`config.mk`:
```
export PLATFORM = sky130hd
export DESIGN_NAME = wbvio_cmd_sequencer
export DESIGN_NICKNAME = d
export VERILOG_FILES = /design/src/rtl/wbvio_cmd_sequencer.sv
export SDC_FILE = /design/constraint.sdc
export NUM_CORES = 1
export LEC_CHECK = 0
export ABC_AREA = 1
export CAP_MARGIN = 10
export CORE_MARGIN = 2
export CORE_UTILIZATION = 45
export DETAILED_ROUTE_END_ITERATION = 8
export SLEW_MARGIN = 20
export SYNTH_ARGS = -nofsm -noshare
export SYNTH_HDL_FRONTEND = slang
export SYNTH_SLANG_ARGS = --single-unit
export TNS_END_PERCENT = 50
```
`constraint.sdc`:
```
create_clock -name clk_i -period 9 [get_ports clk_i]
set_clock_uncertainty 0.15 [all_clocks]
set_input_delay 1.8 -clock clk_i [delete_from_list [all_inputs] [get_ports clk_i]]
set_output_delay 1.8 -clock clk_i [all_outputs]
set_load 0.05 [all_outputs]
```
`src/rtl/wbvio_cmd_sequencer.sv`:
```
// Command sequencer in front of wbvio_bridge: a FIFO of single-word WISHBONE commands, one go/done
// handshake per command, and one read-data/err/timeout response per command.
module wbvio_cmd_sequencer #(
  parameter int ADDR_WIDTH     = 21,
  parameter int DATA_WIDTH     = 32,
  parameter int CMD_DEPTH_LOG2 = 4,
  parameter int TIMEOUT_CYCLES = 255,
  parameter int GO_LOW_CYCLES  = 1
) (
  input  logic                      clk_i,
  input  logic                      rst_i,
  input  logic                      cmd_valid_i,
  output logic                      cmd_ready_o,
  input  logic                      cmd_we_i,
  input  logic                      cmd_lock_i,
  input  logic [ADDR_WIDTH-1:0]     cmd_adr_i,
  input  logic [DATA_WIDTH-1:0]     cmd_dat_i,
  output logic [CMD_DEPTH_LOG2:0]   cmd_count_o,
  output logic                      rsp_valid_o,
  input  logic                      rsp_ready_i,
  output logic [DATA_WIDTH-1:0]     rsp_dat_o,
  output logic                      rsp_err_o,
  output logic                      rsp_timeout_o,
  output logic                      busy_o,
  output logic [ADDR_WIDTH-1:0]     seq_adr_o,
  output logic [DATA_WIDTH-1:0]     seq_dat_o,
  output logic                      seq_we_o,
  output logic                      seq_lock_o,
  output logic                      seq_go_o,
  input  logic [DATA_WIDTH-1:0]     seq_dat_i,
  input  logic                      seq_done_i,
  input  logic                      seq_err_i
);

  localparam int         DEPTH     = 1 << CMD_DEPTH_LOG2;
  localparam logic [7:0] TIMEOUT_C = 8'(TIMEOUT_CYCLES);
  localparam logic [7:0] GO_LOW_C  = 8'(GO_LOW_CYCLES);

  typedef struct packed {
    logic                  we;
    logic                  lock;
    logic [ADDR_WIDTH-1:0] adr;
    logic [DATA_WIDTH-1:0] dat;
  } cmd_t;

  typedef enum logic [2:0] {S_IDLE, S_SETUP, S_WAIT, S_RELEASE, S_RESP} state_t;

  state_t                  state_q, state_d;
  cmd_t                    mem [DEPTH];
  cmd_t                    head;
  logic [CMD_DEPTH_LOG2-1:0] wr_ptr_q, rd_ptr_q;
  logic [CMD_DEPTH_LOG2:0] count_q;
  logic                    full, empty, push, pop;
  logic [7:0]              cnt_q, cnt_inc;

  logic [ADDR_WIDTH-1:0]   seq_adr_q;
  logic [DATA_WIDTH-1:0]   seq_dat_q, rsp_dat_q;
  logic                    seq_we_q, seq_lock_q, seq_go_q;
  logic                    rsp_valid_q, rsp_err_q, rsp_timeout_q;

  // count never exceeds DEPTH, so its MSB alone marks full.
  assign full  = count_q[CMD_DEPTH_LOG2];
  assign empty = (count_q == '0);
  assign push  = cmd_valid_i && !full;
  assign head  = mem[rd_ptr_q];

  // NOTE: FIFO storage has no reset; only the pointers and count need one to make it empty.
  always_ff @(posedge clk_i) begin
    if (push) mem[wr_ptr_q] <= '{we: cmd_we_i, lock: cmd_lock_i, adr: cmd_adr_i, dat: cmd_dat_i};
  end

  // NOTE: state and registers use non-blocking assignments; only always_comb uses blocking ones.
  always_ff @(posedge clk_i or posedge rst_i) begin
    if (rst_i) begin
      wr_ptr_q <= '0;
      rd_ptr_q <= '0;
      count_q  <= '0;
    end else begin
      if (push) wr_ptr_q <= wr_ptr_q + CMD_DEPTH_LOG2'(1);
      if (pop)  rd_ptr_q <= rd_ptr_q + CMD_DEPTH_LOG2'(1);
      case ({push, pop})
        2'b10:   count_q <= count_q + (CMD_DEPTH_LOG2 + 1)'(1);
        2'b01:   count_q <= count_q - (CMD_DEPTH_LOG2 + 1)'(1);
        default: count_q <= count_q;
      endcase
    end
  end

  // Shared cycle counter: WAIT timeout, then go-low time in RELEASE. Saturates at 255.
  assign cnt_inc = (cnt_q == 8'hFF) ? cnt_q : cnt_q + 8'd1;

  always_ff @(posedge clk_i or posedge rst_i) begin
    if (rst_i) state_q <= S_IDLE;
    else       state_q <= state_d;
  end

  // NOTE: every signal written here gets a default first so no latch is inferred.
  always_comb begin
    state_d = state_q;
    pop     = 1'b0;
    case (state_q)
      S_IDLE: begin
        if (!empty) begin
          pop     = 1'b1;
          state_d = S_SETUP;
        end
      end
      S_SETUP: state_d = S_WAIT;
      S_WAIT: begin
        if (seq_err_i || seq_done_i || cnt_inc == TIMEOUT_C) state_d = S_RELEASE;
      end
      S_RELEASE: begin
        if (cnt_inc >= GO_LOW_C && !seq_done_i && !seq_err_i) state_d = S_RESP;
      end
      S_RESP: begin
        if (rsp_ready_i) state_d = S_IDLE;
      end
      default: state_d = S_IDLE;
    endcase
  end

  always_ff @(posedge clk_i or posedge rst_i) begin
    if (rst_i) begin
      seq_adr_q     <= '0;
      seq_dat_q     <= '0;
      seq_we_q      <= 1'b0;
      seq_lock_q    <= 1'b0;
      seq_go_q      <= 1'b0;
      rsp_valid_q   <= 1'b0;
      rsp_dat_q     <= '0;
      rsp_err_q     <= 1'b0;
      rsp_timeout_q <= 1'b0;
      cnt_q         <= '0;
    end else begin
      case (state_q)
        S_IDLE: begin
          if (pop) begin
            seq_adr_q  <= head.adr;
            seq_dat_q  <= head.dat;
            seq_we_q   <= head.we;
            seq_lock_q <= head.lock;
          end
        end
        S_SETUP: begin
          seq_go_q <= 1'b1;
          cnt_q    <= '0;
        end
        S_WAIT: begin
          cnt_q <= cnt_inc;
          // err has priority over done; timeout only when the bridge stayed silent.
          if (seq_err_i) begin
            rsp_err_q <= 1'b1;
            rsp_dat_q <= seq_dat_i;
          end else if (seq_done_i) begin
            rsp_dat_q <= seq_dat_i;
          end else if (cnt_inc == TIMEOUT_C) begin
            rsp_timeout_q <= 1'b1;
            rsp_dat_q     <= '0;
            seq_lock_q    <= 1'b0;
          end
          if (state_d == S_RELEASE) begin
            seq_go_q <= 1'b0;
            cnt_q    <= '0;
          end
        end
        S_RELEASE: begin
          cnt_q <= cnt_inc;
          if (state_d == S_RESP) rsp_valid_q <= 1'b1;
        end
        S_RESP: begin
          if (rsp_ready_i) begin
            rsp_valid_q   <= 1'b0;
            rsp_err_q     <= 1'b0;
            rsp_timeout_q <= 1'b0;
          end
        end
        default: ;
      endcase
    end
  end

  assign cmd_ready_o   = !full;
  assign cmd_count_o   = count_q;
  assign busy_o        = (state_q != S_IDLE);
  assign seq_adr_o     = seq_adr_q;
  assign seq_dat_o     = seq_dat_q;
  assign seq_we_o      = seq_we_q;
  assign seq_lock_o    = seq_lock_q;
  assign seq_go_o      = seq_go_q;
  assign rsp_valid_o   = rsp_valid_q;
  assign rsp_dat_o     = rsp_dat_q;
  assign rsp_err_o     = rsp_err_q;
  assign rsp_timeout_o = rsp_timeout_q;

endmodule
```
==> metrics.md, run 1 <==
| Metric | Value |
|---|---|
| CP Data Required Time | 9.13 ns |
| PwrDens | between 300 and 400 nW/um2 |
| Vias/cell | between 5 and 6 |
| Setup WS pre-CTS | about 3.9 ns |
| Post-Syn Instances | between 2000 and 3000 |
| Critical path launch point | cmd_valid_i |
| Syn-to-layout area delta | 15.6% |
| Startpoint Class | input pin |
| PnR worst setup slack | ~4.6 ns |
| Number of hold violations in the final report | 0 |
| Number of global-route vias before repair | 24600 |
| # resized after CTS | 0 |
| Syn_nets | just under 3000 |
| CP endpoint kind | register |
| Synth warnings | 0 |
| Initial antenna violation count | 3 |
| Post-Syn Area | 38700 um2 |
| Register Area | about 30000 um2 |
| Fin nets | ~3100 |
| #FFs+latches synth | approximately 1000 |
| WHS Path Cells | 2 |
| Remaining antenna violation count | 0 |
| EDFF count, synth | between 800 and 900 |
| Sequential-to-total area share from yosys stat | 0.757 |
| Setup TNS | 0 ns |
| Critical path class | input pin to register |
| Fillers | just over 7000 |
| R2R Setup Slk | 5.14 ns |
| Multi-input gate area | between 8000 and 9000 um2 |
| Slew Limit Fails | 0 |
| Max Freq | ~230 MHz |
| Setup violations, final | 0 |
| Clock latency on the worst-skew pair | approximately 0.66 ns |
| Cts hold-fix bufs | 0 |
| Aggregate global routing overflow | 0 |
| Core Region | around 85000 um2 |
| IO Pins | ~190 |
| Global-route wire length before repair | between 100 and 150 mm |
| Outcome | finished clean |
| WL/cell | ~23 um |
| CTS clk-pin slew, worst paths | ~0.060 ns |
| Syn avg cell area | 13.6 um2 |
| Die height | a little under 300 um |
| CTS sink cnt | 995 |
| Die footprint | between 80000 and 90000 um2 |
| Synth area leader | edfxtp_1 |
| Post-synth top area share | 0.682 |
| Min cycle time layout | 4.35 ns |
| Placed wire-length estimate | roughly 51 mm |
| Max_cap viols | 0 |
| Setup bufs post-CTS | 0 |
| Worst rel slew slack | 0.236 |
| Cts bufs inserted | 99 |
| WP data arrival | ~4.5 ns |
| Layout cell share with drive strength beyond 1 | 0.0790 |
| Clock Tree Root | clkbuf_16 |
| 1st-pass router iterations | 6 |
| Primary FF master, synth | edfxtp_1 |
| DRC | 0 |
| Final wirelength | 98.0 mm |
| Overall Global Routing Usage | 0.219 |
| RR Startpoint | rd_ptr_q[0] |
| CP endpoint | mem[7][43] |
| Peak VDD IR | 0.276 mV |
| Starting Density | 0.454 |
| Largest net degree at the start of global routing | around 230 |
| Yosys cell types | 38 |
| P_leak | 14.8 nW |
| Placement Rows | ~110 |
| Clock tree buffer depth | 3 |
| Worst Reg-to-Reg Cells | 6 |
| Critical R2R Capture | seq_dat_o[14] |
| Period utilisation layout | 0.484 |
| Least-Margin Pin Slew | ~1.1 ns |
| Largest cells by area after synthesis | edfxtp_1 68%, dfrtp_1 7.4%, o21ai_0 5.6% |
| Hold Crit Class | register to register |
| Unrepaired setup endpoints after global routing | no |
| Port bufs | 190 |
| CTS tree | built |
| Routability-driven placement congestion ratio | between 0.8 and 0.9 |
| Die span in x | about 300 um |
| H-tree level count | 3 |
| Worst-path fanout max | 29 |
| Initial DRC count | between 2000 and 2500 |
| Routed vias | 24400 |
| Asr flop ratio synth | 0.116 |
==> metal layers <==
metal | GRT usage | vias up | share of wire
met4 | 0.0614 | 4 | 0.023
met2 | 0.377 | 830 | 0.50
met1 | 0.290 | 12400 | 0.42
met5 | 0 | - | 0.00024
li1 | - | 11000 | -
met3 | 0.0332 | 151 | 0.058
==> registers in the layout, indices dropped and copies added (netlist names), 4 cells and up <==
name         flops
seq_dat_o       32
rsp_dat_o       32
mem            880
cmd_count_o      5
cnt_q            8
rd_ptr_q         4
seq_adr_o       21
wr_ptr_q         4
==> critical path, stage by stage <==
cell,delay (ns)
clkdlybuf4s50_1,0.47
nand2_1,0.24
inv_1,0.25
nand2_1,0.20
nor2_4,0.84
buf_4,0.58
==> cell type report <==
class / instances / share of cell area
Clock inverter: 36 / 0.00794
Clock buffer: 148 / 0.0628
Multi-Input combinational cell: 1619 / 0.189
Antenna cell: 3 / 0.000168
Sequential cell: 995 / 0.655
Timing Repair Buffer: 225 / 0.0491
Tap cell: 1144 / 0.0320
Inverter: 39 / 0.00391
==> metrics by stage <==
| step | area, um2 | utilization | power, W | hold WS (ns) | cells |
|---|---|---|---|---|---|
| after floorplan | 38700 | - | 0.00934 | 0.376 | 2851 |
| after global routing | 44800 | 0.525 | 0.0157 | 0.348 | 4207 |
| final | 44800 | 0.525 | 0.0150 | 0.324 | 4209 |
| after global placement | 41600 | 0.487 | 0.0109 | 0.311 | 4021 |
| after detailed placement | 41600 | 0.488 | 0.0111 | 0.310 | 4022 |
| after CTS | 44800 | 0.525 | 0.0151 | 0.326 | 4206 |
==> power breakdown <==
part | switching (W) | internal [W]
clock | 0.00171 | 0.00228
combinational | 0.00366 | 0.00144
sequential | 0.000307 | 0.00556
==> worst min path at each step <==
stage             startpoint            end
3_5_place_dp        seq_go_o       seq_go_o
5_1_grt        rsp_dat_o[14]  rsp_dat_o[14]
6_report          seq_lock_o     seq_lock_o
4_1_cts             seq_go_o       seq_go_o
2_1_floorplan     state_q[0]       seq_go_o
3_3_place_gp   rsp_timeout_o  rsp_timeout_o
==> layout by cell type (no fill, tap or decap), drive strengths merged, types with 18 or more instances in the layout <==
cell	instances
nor2	491
clkbuf	148
nand2	203
clkinv	28
a31oi	46
nand3	136
o221ai	180
buf	35
o22ai	28
edfxtp	880
clkdlybuf4s50	190
mux2i	18
dfrtp	115
a21oi	40
o21ai	436
inv	40
==> cell families after synthesis <==
| group | after synthesis | synth area share |
|---|---|---|
| simple gates | 840 | 0.0892 |
| xor+xnor | 8 | 0.00181 |
| mux | 18 | 0.00465 |
| flops | 995 | 0.757 |
| fa+ha+maj | 11 | 0.00375 |
| compound gates | 742 | 0.117 |
| buf+inv | 237 | 0.0275 |
==> synth_stat cells (all sizes together) (18+ instances only) <==
master	n
clkbuf	118
nand2	203
buf	80
a21oi	40
mux2i	18
edfxtp	880
nand3	136
inv	37
o221ai	180
o21ai	436
a31oi	46
dfrtp	115
nor2	491
o22ai	28
(Power assumes the default switching activity.)
==> run 2, diff against run 1 <==
Clock period 9 ns to 4.4 ns, I/O delays scaled along.
==> run 2 against run 1 <==
Combinational power rose by 110%; clock-buffer cell count down 4; die area is the same; final area rose by 1.2%; register-to-register slack worse by 4.0 ns; worst hold slack better by 0.0026 ns; non-clock buffer count up 21; setup slack worse by 3.5 ns.
==> metrics.md, run 2 (synthesis gave the netlist of run 1 again) <==
| Metric | Value |
|---|---|
| Outcome | finished clean |
| Remaining antenna violation count | 0 |
| H-tree level count | 3 |
| Multi-input gate area | roughly 8500 um2 |
| Least-Margin Pin Slew | roughly 1.0 ns |
| Placed wire-length estimate | 52.9 mm |
| Startpoint Class | register |
| Clock tree buffer depth | 3 |
| ANT cells | 0 |
| Period utilisation layout | 0.750 |
| Die footprint | a little under 90000 um2 |
| Clock latency on the worst-skew pair | roughly 0.66 ns |
| Number of hold violations in the final report | 0 |
| Die span in x | ~300 um |
| Max_cap viols | 0 |
| CTS clk-pin slew, worst paths | 0.06 ns |
| Core Region | between 80000 and 90000 um2 |
| Layout cell share with drive strength beyond 1 | 0.0887 |
| # resized after CTS | 0 |
| Worst rel slew slack | 0.302 |
| Routability-driven placement congestion ratio | roughly 0.8 |
| Commonest non-fill, non-tap cell in the layout | edfxtp_1 |
| Starting Density | 0.454 |
| Initial antenna violation count | 0 |
| Overall Global Routing Usage | 0.219 |
| Largest net degree at the start of global routing | approximately 210 |
| Setup violations, final | 0 |
| WL/cell | ~23 um |
| Worst-path fanout max | between 150 and 200 |
| Fin util | 0.531 |
| WP data arrival | roughly 3.7 ns |
| CTS tree | built |
| Critical R2R Capture | seq_adr_o[3] |
| RR Startpoint | rd_ptr_q[0] |
| CP endpoint | seq_adr_o[3] |
| Worst hold margin | between 0.3 and 0.4 ns |
| Slowest Stage Delay on Critical Path | about 0.87 ns |
| Commonest cells after routing, fill and taps aside | 880 x edfxtp_1, 472 x nor2_1, 434 x o21ai_0, 190 x clkdlybuf4s50_1, 180 x o221ai_1 |
| Initial DRC count | between 2000 and 2500 |
| Critical path launch point | rd_ptr_q[0] |
| DRC | 0 |
| Fin nets | ~3100 |
| R2R Setup Slk | ~1.1 ns |
| Unrepaired setup endpoints after global routing | no |
| Cts bufs inserted | 102 |
| Worst Reg-to-Reg Cells | 6 |
| Syn-to-layout area delta | 17.0% |
| Largest register by flop count | mem |
| Slew Limit Fails | 0 |
| CP Cell Sequence | clkinv_8, buf_4, o21ai_0, o221ai_1, nand3_1, a31oi_1 |
| Setup TNS | 0 ns |
| Number of global-route vias before repair | ~25000 |
| CTS sink cnt | about 1000 |
| P_leak | between 15 and 20 nW |
| Hold Crit Class | register to register |
| Global-route wire length before repair | between 100 and 150 mm |
| Slowest-stage cell, CP | dfrtp_4 |
| Setup bufs post-CTS | 0 |
| CP endpoint kind | register |
| Min cycle time layout | roughly 3.3 ns |
| Placement Rows | around 110 |
| Register Area | 29300 um2 |
| Die height | ~300 um |
| Aggregate global routing overflow | 0 |
| Clock Tree Root | clkbuf_16 |
| PwrDens | between 600 and 700 nW/um2 |
| Fillers | 7025 |
| Peak VDD IR | about 0.55 mV |
| Routed vias | 24300 |
| Cts hold-fix bufs | 0 |
| Critical path class | register to register |
| Final wirelength | a little under 100 mm |
| Max Freq | just over 300 MHz |
| Max FFs per register | 880 |
| Port bufs | 190 |
| 1st-pass router iterations | 6 |
| Vias/cell | 5.75 |
| CP Data Required Time | between 4 and 5 ns |
| IO Pins | between 150 and 200 |
-- run 2: changes by cell type in the layout (fill, tap and decap cells not counted), sizes merged --
cell      delta
buf         +21
bufinv       +6
clkbuf       -4
clkinv       +4
diode        -3
clkinvlp     +1
inv          -1
-- run 2: final cells by class --
class	count	area share
Sequential cell	995	0.647
Multi-Input combinational cell	1619	0.187
Clock buffer	144	0.0637
Timing Repair Buffer	246	0.0551
Tap cell	1144	0.0316
Clock inverter	46	0.0114
Inverter	39	0.00387
-- run 2: metal layers --
layer  vias up  wire, um  global-route usage  share of wire
met5         -         0                   0              0
met4         0      2130              0.0562          0.022
met3       149      5420              0.0288          0.055
met2       818     49400               0.377           0.51
met1     12300     40900               0.295           0.42
li1      11000         -                   -              -
-- run 2: worst max-delay path: cells and delay by family (launching register included) --
| kind | cells | cell delay, ns |
|---|---|---|
| DFF | 1 | 0.87 |
| buffers and inverters | 2 | 1.24 |
| and+or+nand+nor | 1 | 0.19 |
| AOI/OAI and AO/OA | 3 | 0.52 |
-- run 2: worst min-delay path by stage --
stage	to	start	cells after the start	slack (ns)
4_1_cts	rsp_dat_o[19]	rsp_dat_o[19]	2	0.33
2_1_floorplan	seq_go_o	state_q[0]	2	0.38
3_5_place_dp	rsp_dat_o[19]	rsp_dat_o[19]	2	0.31
5_1_grt	rsp_dat_o[10]	rsp_dat_o[10]	2	0.34
6_report	rsp_dat_o[19]	rsp_dat_o[19]	2	0.33
3_3_place_gp	rsp_timeout_o	rsp_timeout_o	2	0.31
-- run 2: where the power goes --
part	total (W)	internal [W]	leakage, nW	switching, W
clock network	0.00868	0.00515	1.65	0.00353
logic	0.0105	0.00304	4.12	0.00746
registers	0.0120	0.0114	9.28	0.000666
total	0.0312	0.0196	15.1	0.0117
-- run 2: per-stage QoR --
| step | std cells | power [W] | instance area, um2 | setup slack [ns] |
|---|---|---|---|---|
| final | 4233 | 0.0312 | 45300 | 1.10 |
| after global routing | 4233 | 0.0327 | 45300 | 0.825 |
| after CTS | 4233 | 0.0314 | 45300 | 1.13 |
| after detailed placement | 4043 | 0.0228 | 41900 | 0.952 |
| after global placement | 4043 | 0.0225 | 41900 | 0.958 |
| after floorplan | 2851 | 0.0191 | 38700 | -1.34 |
